<file path="src/rtl/conv_pkg.sv">
// Shared definitions for the 3x3 convolution front end: pixel width default,
// window-generator state encoding and window tap indices used by the conv stage.
package conv_pkg;

  localparam int DATA_W_DEF = 8;

  typedef enum logic [1:0] {
    IDLE = 2'd0,
    FILL = 2'd1,
    RUN  = 2'd2
  } state_e;

  // Window tap indices, row-major: 1..3 top, 4..6 middle, 7..9 bottom.
  localparam int WIN_1 = 1;
  localparam int WIN_2 = 2;
  localparam int WIN_3 = 3;
  localparam int WIN_4 = 4;
  localparam int WIN_5 = 5;
  localparam int WIN_6 = 6;
  localparam int WIN_7 = 7;
  localparam int WIN_8 = 8;
  localparam int WIN_9 = 9;

endpackage

</file>
<file path="src/rtl/conv_line_buffer.sv">
// DEPTH-deep pixel delay line: dout is the sample written DEPTH enabled cycles ago.
module conv_line_buffer #(
  parameter int DATA_W = 8,
  parameter int DEPTH  = 8
) (
  input  logic              clk,
  input  logic              en,
  input  logic [DATA_W-1:0] din,
  output logic [DATA_W-1:0] dout
);

  logic [DATA_W-1:0] mem [DEPTH];

  // NOTE: storage arrays carry no reset; stale contents are never observed
  // because a window is only emitted once both delayed rows are refilled.
  always_ff @(posedge clk) begin
    if (en) begin
      mem[0] <= din;
      for (int i = 1; i < DEPTH; i++) begin
        mem[i] <= mem[i-1];
      end
    end
  end

  assign dout = mem[DEPTH-1];

endmodule

</file>
<file path="src/rtl/conv_window_gen.sv">
// Raster pixel stream to 3x3 sliding window generator (valid windows only,
// stride 1), registered output with one cycle of latency.
module conv_window_gen
  import conv_pkg::*;
#(
  parameter int DATA_W = DATA_W_DEF,
  parameter int IMG_W  = 8,
  parameter int IMG_H  = 8
) (
  input  logic              clk,
  input  logic              rst_n,
  input  logic              pix_valid,
  input  logic [DATA_W-1:0] pix_in,
  output logic              win_valid,
  output logic [DATA_W-1:0] win_1,
  output logic [DATA_W-1:0] win_2,
  output logic [DATA_W-1:0] win_3,
  output logic [DATA_W-1:0] win_4,
  output logic [DATA_W-1:0] win_5,
  output logic [DATA_W-1:0] win_6,
  output logic [DATA_W-1:0] win_7,
  output logic [DATA_W-1:0] win_8,
  output logic [DATA_W-1:0] win_9,
  output logic              frame_done
);

  localparam int CW = $clog2(IMG_W);
  localparam int RW = $clog2(IMG_H);

  logic [CW-1:0]     col;
  logic [RW-1:0]     row;
  logic              col_last, row_last, emit;
  logic [DATA_W-1:0] lb0_out, lb1_out;
  logic [DATA_W-1:0] win_r    [3][3];
  logic [DATA_W-1:0] win_next [WIN_1:WIN_9];
  logic [DATA_W-1:0] win_q    [WIN_1:WIN_9];
  state_e            state, state_next;

  assign col_last = (col == CW'(IMG_W - 1));
  assign row_last = (row == RW'(IMG_H - 1));

  // NOTE: sequential state uses non-blocking assignments so every register
  // samples pre-edge values regardless of statement order.
  always_ff @(posedge clk or negedge rst_n) begin
    if (!rst_n) begin
      col   <= '0;
      row   <= '0;
      state <= IDLE;
    end else begin
      state <= state_next;
      if (pix_valid) begin
        col <= col_last ? '0 : col + 1'b1;
        if (col_last) row <= row_last ? '0 : row + 1'b1;
      end
    end
  end

  // NOTE: every always_comb output gets a default first so no path infers a latch.
  always_comb begin
    state_next = state;
    emit       = 1'b0;
    case (state)
      IDLE: if (pix_valid) state_next = FILL;
      FILL: if (pix_valid && col_last && row == RW'(1)) state_next = RUN;
      RUN: begin
        emit = pix_valid && (row >= RW'(2)) && (col >= CW'(2));
        if (pix_valid && col_last && row_last) state_next = IDLE;
      end
      default: state_next = IDLE;
    endcase
  end

  conv_line_buffer #(.DATA_W(DATA_W), .DEPTH(IMG_W)) u_lb1 (
    .clk (clk),
    .en  (pix_valid),
    .din (pix_in),
    .dout(lb1_out)
  );

  conv_line_buffer #(.DATA_W(DATA_W), .DEPTH(IMG_W)) u_lb0 (
    .clk (clk),
    .en  (pix_valid),
    .din (lb1_out),
    .dout(lb0_out)
  );

  always_ff @(posedge clk) begin
    if (pix_valid) begin
      for (int r = 0; r < 3; r++) begin
        win_r[r][0] <= win_r[r][1];
        win_r[r][1] <= win_r[r][2];
      end
      win_r[0][2] <= lb0_out;
      win_r[1][2] <= lb1_out;
      win_r[2][2] <= pix_in;
    end
  end

  // Window as it will look after this cycle's shift: two held columns plus the incoming one.
  always_comb begin
    win_next[WIN_1] = win_r[0][1];
    win_next[WIN_2] = win_r[0][2];
    win_next[WIN_3] = lb0_out;
    win_next[WIN_4] = win_r[1][1];
    win_next[WIN_5] = win_r[1][2];
    win_next[WIN_6] = lb1_out;
    win_next[WIN_7] = win_r[2][1];
    win_next[WIN_8] = win_r[2][2];
    win_next[WIN_9] = pix_in;
  end

  always_ff @(posedge clk or negedge rst_n) begin
    if (!rst_n) begin
      win_valid  <= 1'b0;
      frame_done <= 1'b0;
      for (int k = WIN_1; k <= WIN_9; k++) win_q[k] <= '0;
    end else begin
      win_valid  <= emit;
      frame_done <= emit && col_last && row_last;
      for (int k = WIN_1; k <= WIN_9; k++) win_q[k] <= emit ? win_next[k] : '0;
    end
  end

  assign win_1 = win_q[WIN_1];
  assign win_2 = win_q[WIN_2];
  assign win_3 = win_q[WIN_3];
  assign win_4 = win_q[WIN_4];
  assign win_5 = win_q[WIN_5];
  assign win_6 = win_q[WIN_6];
  assign win_7 = win_q[WIN_7];
  assign win_8 = win_q[WIN_8];
  assign win_9 = win_q[WIN_9];

endmodule

</file>
<file path="config.mk">
export PLATFORM = sky130hd
export DESIGN_NAME = conv_window_gen
export DESIGN_NICKNAME = d
export VERILOG_FILES = /design/src/rtl/conv_pkg.sv /design/src/rtl/conv_line_buffer.sv /design/src/rtl/conv_window_gen.sv
export SDC_FILE = /design/constraint.sdc
export NUM_CORES = 1
export LEC_CHECK = 0
export CORE_MARGIN = 2
export CORE_UTILIZATION = 45
export DETAILED_ROUTE_END_ITERATION = 10
export GPL_ROUTABILITY_DRIVEN = 1
export PLACE_DENSITY = 0.71
export SLEW_MARGIN = 20
export SYNTH_ARGS = -nofsm -noshare
export SYNTH_HDL_FRONTEND = slang
export SYNTH_HIERARCHICAL = 1
export SYNTH_SLANG_ARGS = --single-unit
</file>
<file path="constraint.sdc">
create_clock -name clk -period 1.75 [get_ports clk]
set_input_delay 0.4375 -clock clk [delete_from_list [all_inputs] [get_ports clk]]
set_output_delay 0.4375 -clock clk [all_outputs]
set_load 0.03 [all_outputs]
</file>
==> Word level (Yosys, flattened, before mapping) <==
Memories as Yosys holds them, arrays and structs flattened.
Cells that the tools add are included.
{ "word_totals": {"reg_bits": 82, "mem_bits_rw": 200, "in_bits": 11, "output_inout_bits": 74, "word_cells": 57, "memories": 3} }
{ "memory_table": {"columns": ["name", "depth", "word_bits", "rd", "rd_clocked_by_memory_dff", "write_ports", "line", "rtl"], "rows": [
  ["win_r", 3, 24, 3, 0, 3, "conv_window_gen.sv:34", "logic [DATA_W-1:0] win_r [3][3];"],
  ["u_lb0.mem", 8, 8, 8, 0, 8, "conv_line_buffer.sv:12", "logic [DATA_W-1:0] mem [DEPTH];"],
  ["u_lb1.mem", 8, 8, 8, 0, 8, "conv_line_buffer.sv:12", null]
]} }
{ "op_classes": {"n_addsub": 2, "n_lt_le_gt_ge": 2, "eq_ne": 8, "mux": 18, "reduce_logical": 10} }
{ "op_table": {"columns": ["operator", "n"], "rows": [
  ["2-to-1 mux 8 bit", 9],
  ["logical AND 1 bit", 7],
  ["adder 3 x 1 -> 3 bit (second input constant)", 2],
  ["== test 3 bit (second input constant)", 2],
  ["greater-or-equal comparator 3 x 2 -> 1 bit (second input constant)", 2],
  ["2-to-1 mux 2 bit", 3],
  ["2-to-1 mux 3 bit", 2],
  ["!= test 2 bit (second input constant)", 3],
  ["one-hot mux 2 bit (3 select lines)", 1],
  ["== test 3 x 1 -> 1 bit (second input constant)", 1],
  ["2-to-1 mux 1 bit", 3],
  ["AND reduction 3 bit", 1],
  ["== test 2 x 1 -> 1 bit (second input constant)", 1],
  ["== test 2 bit (second input constant)", 1],
  ["logical NOT 2 bit", 1],
  ["AND reduction 2 bit", 1]
]} }

==> Logic depth before layout (Yosys ltp) <==
Gate-level depths: netlist (run 1).
{ "depth": {"word_depth": 6, "ltp_mapped": 6, "mapped_depth_nobuf": 4} }

==> Modules after synthesis <==
Netlist (run 1), hierarchy kept.
{ "modules_own_cells": {"columns": ["mod", "instances", "cells_each", "area_each_um2", "seq_area_each_um2"], "rows": [
  ["conv_window_gen", 1, 329, 4957.3, 3493.4],
  ["conv_line_buffer", 2, 72, 1981.9, 1921.8]
]} }

==> Least setup slack after synthesis (run 1) <==
No wires, ideal clock.
{ "synth_path": {"kind": "register -> register", "start": "register col[1]", "end": "register col[0]", "setup_time_ns": 0.083, "arrival_ns": 1.280, "t_required_ns": 1.667, "setup_slack_ns": 0.387, "path_stages_with_launch": 5, "path_buffers": 0, "cell_sequence": "dfrtp_1 -> ha_1 -> ha_1 -> or3b_2 -> o21ai_0"} }
{ "synth_between": {"elab_chain_len": 2} }
{ "synth_lines": {"columns": ["item", "line", "rtl"], "rows": [
  ["start: declaration", "conv_window_gen.sv:30", "logic [CW-1:0] col;"],
  ["start signal: assignment", "conv_window_gen.sv:52", "col <= col_last ? '0 : col + 1'b1;"],
  ["== test 3 bit", "conv_window_gen.sv:39", "assign col_last = (col == CW'(IMG_W - 1));"],
  ["2-to-1 mux 3 bit", "conv_window_gen.sv:52", null]
]} }
Every way passes these cells.
A chain may end at the register's enable or synchronous reset.

==> Worst setup path in the final report (run 1) <==
{ "layout_path": {"start": "register frame_done", "end": "output port frame_done"} }
{ "layout_lines": {"columns": ["item", "line", "rtl"], "rows": [
  ["start: declaration", "conv_window_gen.sv:24", "output logic frame_done"],
  ["start signal: assignment", "conv_window_gen.sv:119", "frame_done <= emit && col_last && row_last;"]
]} }
No word-level cell between the ends.

==> results.py, run 1 <==
metrics = {
    "status": {
        "status": "completed",
    },
    "sta": {
        "period_share_pct": 97.66,
        "tightest_slew_ps": 420.7,
        "tns_ps": 0,
        "rsz0062_at_grt": "false",
        "fmax_mhz": 585.1,
        "slew_headroom_pct": 71.95,
        "slew_violations": 0,
        "finalCriticalPeriod_ps": 1709,
        "finClkSkew_ps": 6.198,
        "finalHoldViolCount": 0,
        "setup_viol": 0,
    },
    "job": {
        "drv_cap": 0,
    },
    "synthesis": {
        "ys_seq_elements": 258,
        "yosysWarnings": 6,
        "synth_cell_types": 24,
        "synth_nets": 490,
        "synth_cells": 473,
        "seq_area_frac_synth_pct": 82.24,
        "syn_area_mm2": 0.008921,
        "avgSynthCellArea_um2": 18.86,
    },
    "critical_path": {
        "critPathKind": "reg2out",
        "worst_ep_required_time_ps": 1310,
        "critPathMaxStageDelay_ps": 400,
        "crit_arrival_ps": 1270,
        "cp-end-kind": "primary output",
        "critPathTopFamily": "buffers and inverters",
        "cp_slowest_cell": "dlygate4sd2_1",
        "rrSetupSlack_ps": 230,
        "path_max_fanout": 1,
        "r2r-start": "col[1]",
        "path_buf_inv": 1,
        "reg2reg_to": "row[2]",
        "rr_worst_depth": 4,
        "critPathLaunch": "frame_done",
        "path_cells": "dlygate4sd2_1",
        "start_kind": "register",
    },
    "routing": {
        "firstDrtPassIters": 4,
        "wl_per_cell_um": 16.51,
        "via_per_inst": 4.768,
        "drtAntennaViolNets": 0,
        "drc": 0,
        "drt_wl_total_um": 13970,
        "vias": 4034,
        "drt_first_iter_violations": 263,
    },
    "cts": {
        "clk_latency_ps": 510,
        "htreeDepth": 1,
        "root_buffer": "clkbuf_16",
        "cts-buffers-inserted": 25,
        "cts_tree": "done",
        "cts_setup_buffers": 0,
        "clock-sinks": 258,
        "clockBufferDepth": 3,
        "path_clk_slew_ps": 60,
    },
    "cells_and_area": {
        "nNetsFinal": 579,
        "final_cell_area_mm2": 0.01090,
        "syn_to_final_growth_pct": 22.13,
        "seq_area_mm2": 0.007337,
        "multiInputGateArea_mm2": 0.001012,
        "drive_gt1_share_pct": 21.86,
        "nFillCells": 1513,
        "num_antenna_cells": 0,
    },
    "power_and_ir_drop": {
        "power_leakage_nw": 4.559,
        "p_per_area_mw_per_mm2": 1299,
        "report.power.total_mw": 14.15,
        "vdd_drop_max_mv": 0.7780,
    },
    "hold_path": {
        "min-delay-start": "pix_valid",
        "hold-path-cell-count": 1,
        "min_path_type": "in2reg",
        "holdPathEnd": "u_lb1/mem[1][12]",
    },
    "global_routing": {
        "grt_pass1_vias": 4269,
        "antenna_found_initial": 0,
        "grt_max_degree": 72,
        "grt_use_total_pct": 14.04,
        "grt_overflow": 0,
        "grt_first_pass_wirelength_um": 22650,
    },
    "floorplan": {
        "core_area_mm2": 0.01946,
        "num_rows": 51,
        "dieHeight_um": 144.8,
        "start_util_pct": 45.84,
        "ios": 85,
        "dieWidth_um": 144.8,
        "die-area_mm2": 0.02097,
    },
    "place": {
        "gp_congestion": 0.7671,
        "placed_area_mm2": 0.01005,
        "dpl.hpwl_um": 8302,
        "io_buffers": 84,
    },
}
-- synth_stat cells (all sizes together) --
library cell / n / area [µm²]
dfrtp: 82 / 2052
nor3: 2 / 10.01
inv: 75 / 281.5
nand2: 2 / 7.510
nand2b: 1 / 13.76
o221a: 1 / 11.26
nor4: 73 / 775.7
nor2: 3 / 11.26
ha: 6 / 75.07
a21oi: 1 / 5.000
edfxtp: 176 / 5285
buf: 39 / 295.3
and3: 1 / 6.260
clkbuf: 2 / 7.510
nand3b: 1 / 7.510
or3b: 1 / 8.760
o32ai: 1 / 8.760
o21ai: 2 / 13.76
mux2: 4 / 45.04
-- timing repair --
| action | in CTS | in global routing |
|---|---|---|
| endpoints found under the hold margin | 25 | 0 |
| gates resized for setup | 78 | 15 |
| hold buffers | 1 | 0 |
| setup endpoints to repair | 74 | 13 |
-- worst register-to-register path: stages, from the launching register on --
cell and delay (ps):
dfrtp_1 420, ha_1 200, ha_1 220, nand2_1 190, mux2_2 370
-- worst max path at each step --
stage / depth (start not counted) / endpoint / slack [ps]
final: 1 / frame_done / 40
after global routing: 1 / win_3[2] / 0.004
after CTS: 1 / win_8[6] / 1
after detailed placement: 5 / win_8[3] / 220
after global placement: 1 / win_6[0] / 260
after floorplan: 4 / col[0] / 390
-- cells in the final DEF, fill, tap and decap left out, types with 2 or more instances in the layout --
cell and n:
clkbuf_16 25, mux2_2 4, clkbuf_2 4, clkdlybuf4s50_1 8
nor4_1 22, dlygate4sd2_1 59, clkdlybuf4s15_1 11, bufinv_16 6
dfrtp_1 82, clkbuf_8 5, clkinv_1 2, buf_4 10
buf_12 9, ha_1 6, nand2_1 2, clkinvlp_4 2
inv_1 75, nor4_2 51, clkinv_2 4, edfxtp_1 176
nor2_1 3
-- through the flow --
stage / worst slack [ps] / instances / hold WS (ps) / util (%)
2_1_floorplan: 387.1 / 473 / 141.9 / -
3_3_place_gp: 263.7 / 799 / 385.8 / 51.64
3_5_place_dp: 222.9 / 799 / 403.6 / 51.64
4_1_cts: 1.398 / 846 / 255.8 / 56.01
5_1_grt: 0.003997 / 846 / 253.6 / 55.98
6_report: 40.95 / 846 / 279.0 / 55.98
-- cell families after synthesis --
kind of cell               count (synthesis)  share of synthesized area (%)
AOI/OAI and AO/OA                          5                         0.4347
adders and majority gates                  6                         0.8415
buffers and inverters                    116                          6.550
DFF                                      258                          82.24
muxes                                      4                         0.5049
and+or+nand+nor                           84                          9.425
-- final cells by class --
class	instances	area share, %
Sequential cell	258	67.34
Clock buffer	31	6.408
Tap cell	265	3.043
Clock inverter	15	2.124
Multi-Input combinational cell	99	9.290
Inverter	75	2.584
Timing Repair Buffer	103	9.210
-- power by group --
part / switching (mW) / total (mW) / internal (mW)
clock: 2.15 / 5.86 / 3.71
sequential: 0.173 / 7.07 / 6.90
combinational: 0.835 / 1.21 / 0.378
total: 3.16 / 14.1 / 11.0
-- per-layer routing --
layer	vias to the layer above	wire (µm)	part of all wire, %	GRT usage [%]
li1	1863	-	-	-
met1	2022	6346	45	19.75
met2	123	6379	46	21.70
met3	26	914	6.5	3.653
met4	0	330	2.4	4.394
met5	-	0	0	0
-- sequential cells by signal, indices dropped and copies added, names as in the netlist --
signal      count
win_8           8
win_r          48
u_lb0/mem      64
win_6           8
win_2           8
u_lb1/mem      64
win_3           8
col             3
win_9           8
frame_done      1
win_7           8
win_valid       1
win_4           8
state           2
win_5           8
win_1           8
row             3
Note: power is estimated with default switching activity, not from simulation.
==> run 2, diff against run 1 <==
--- a/config.mk
+++ b/config.mk
@@ -6,11 +6,10 @@
 export NUM_CORES = 1
 export LEC_CHECK = 0
 export CORE_MARGIN = 2
-export CORE_UTILIZATION = 45
+export CORE_UTILIZATION = 55
 export DETAILED_ROUTE_END_ITERATION = 10
 export GPL_ROUTABILITY_DRIVEN = 1
-export PLACE_DENSITY = 0.71
-export SLEW_MARGIN = 20
+export PLACE_DENSITY = 0.83
 export SYNTH_ARGS = -nofsm -noshare
 export SYNTH_HDL_FRONTEND = slang
 export SYNTH_HIERARCHICAL = 1
==> results.py, run 2 (same netlist as run 1, synthesis figures left out) <==
metrics = {
    "status": {
        "status": "completed",
    },
    "critical_path": {
        "worst_ep_required_time_ps": 1310,
        "cp-end-kind": "primary output",
        "path_max_fanout": 1,
        "start_kind": "register",
        "critPathTopFamily": "buffers and inverters",
        "critPathMaxStageDelay_ps": 400,
        "path_cells": "clkdlybuf4s15_1",
        "cp_slowest_cell": "clkdlybuf4s15_1",
        "critPathKind": "reg2out",
        "crit_arrival_ps": 1280,
        "path_buf_inv": 1,
    },
    "global_routing": {
        "grt_overflow": 0,
        "antenna_found_initial": 0,
        "grt_pass1_vias": 4258,
        "grt_first_pass_wirelength_um": 22790,
        "grt_use_total_pct": 16.69,
        "grt_max_degree": 53,
    },
    "place": {
        "dpl.hpwl_um": 8311,
        "dp_cells": 746,
        "gp_congestion": 0.7571,
        "io_buffers": 84,
        "placed_area_mm2": 0.009933,
    },
    "sta": {
        "slew_violations": 0,
        "tns_ps": 0,
        "finalCriticalPeriod_ps": 1718,
        "setup_viol": 0,
        "fmax_mhz": 582.0,
        "rsz0062_at_grt": "false",
        "slew_headroom_pct": 46.63,
        "tightest_slew_ps": 797.6,
        "finalHoldViolCount": 0,
        "period_share_pct": 98.19,
        "finClkSkew_ps": 17.98,
    },
    "routing": {
        "wl_per_cell_um": 17.66,
        "drc": 0,
        "drt_first_iter_violations": 369,
        "drtAntennaViolNets": 0,
        "via_per_inst": 5.095,
        "vias": 4030,
        "drt_wl_total_um": 13970,
        "firstDrtPassIters": 4,
    },
    "cts": {
        "root_buffer": "clkbuf_16",
        "clock-sinks": 258,
        "clk_latency_ps": 510,
        "cts-buffers-inserted": 24,
        "path_clk_slew_ps": 60,
        "clockBufferDepth": 3,
        "htreeDepth": 1,
        "cts_tree": "done",
    },
    "cells_and_area": {
        "multiInputGateArea_mm2": 0.001012,
        "nNetsFinal": 574,
        "seq_area_mm2": 0.007337,
        "final_cell_mix": "edfxtp_1, dfrtp_1, inv_1",
        "final_cells": 791,
        "syn_to_final_growth_pct": 19.85,
        "num_antenna_cells": 0,
        "drive_gt1_share_pct": 20.17,
        "nFillCells": 1046,
        "layout_commonest_cell": "edfxtp_1",
        "final_cell_area_mm2": 0.01069,
        "largestRegisters": "u_lb0/mem (64), u_lb1/mem (64), win_r (48)",
    },
    "floorplan": {
        "num_rows": 46,
        "dieHeight_um": 131.4,
        "core_area_mm2": 0.01589,
        "ios": 85,
        "start_util_pct": 56.16,
        "die-area_mm2": 0.01726,
        "dieWidth_um": 131.4,
    },
    "hold_path": {
        "min_path_type": "in2reg",
    },
    "job": {
        "drv_cap": 0,
    },
    "power_and_ir_drop": {
        "vdd_drop_max_mv": 0.7855,
        "p_per_area_mw_per_mm2": 1277,
        "power_leakage_nw": 4.506,
    },
}
==> run 2: cell count changes in the layout (fill, tap and decap cells not counted), sizes merged, moves of 2 or more <==
| cell | previous run | this run |
|---|---|---|
| clkdlybuf4s15 | 11 | 6 |
| bufinv | 6 | 3 |
| clkinvlp | 2 | 4 |
| clkbuf | 35 | 33 |
| dlygate4sd2 | 59 | 67 |
| buf | 20 | 16 |
==> run 2: worst min-delay path, delay by kind of cell <==
family | cells | cell delay (ps)
buf+inv | 1 | 170
simple gates | 1 | 110
compound gates | 1 | 40
==> run 2: worst paths after layout <==
path,start,to,slack [ps],cells after the start
min in group asynchronous,rst_n,row[0],410,2
worst max register to register,row[1],win_9[0],130,3
max in group asynchronous,rst_n,win_6[6],740,3
worst min-delay path,pix_valid,col[1],320,3
worst min register to register,u_lb1/mem[1][7],u_lb1/mem[1][15],420,0
worst max-delay path,win_8[1],win_8[1],30,1
==> run 2: layout make-up <==
cell class	count	share of cell area [%]
clock buffer	32	6.483
clock inverter	12	1.346
inverter	75	2.633
multi-input combinational	99	9.468
sequential	258	68.62
tap	216	2.528
timing repair buffer	99	8.917
==> run 2: power breakdown <==
part	internal [mW]	total, mW	switching (mW)
clock network	3.23	5.36	2.12
logic	0.367	1.21	0.847
registers	6.90	7.08	0.179
==> run 2: layer usage <==
metal	global-route usage (%)	wire length, µm
met1	22.44	5969
met2	27.69	6930
met3	4.244	793
met4	4.227	277
met5	0	0
==> run 2: timing repair <==
item                                    CTS  global route
hold buffers                              1             0
endpoints found under the setup margin   74             6
resized for setup                        75             7
endpoints found under the hold margin    26             0
setup buffers                             0             0
==> run 2: metrics by stage <==
| stage | total power, mW | util [%] | hold WS (ps) | setup slack [ps] |
|---|---|---|---|---|
| finish | 13.65 | 67.30 | 322.1 | 31.65 |
| CTS | 13.78 | 67.29 | 306.6 | 3.999 |
| global route | 14.17 | 67.30 | 313.5 | 3.215 |
| global placement | 8.279 | 62.53 | 379.9 | 197.6 |
| detailed placement | 8.394 | 62.53 | 393.0 | 134.2 |
| floorplan | 7.959 | - | 141.9 | 387.1 |
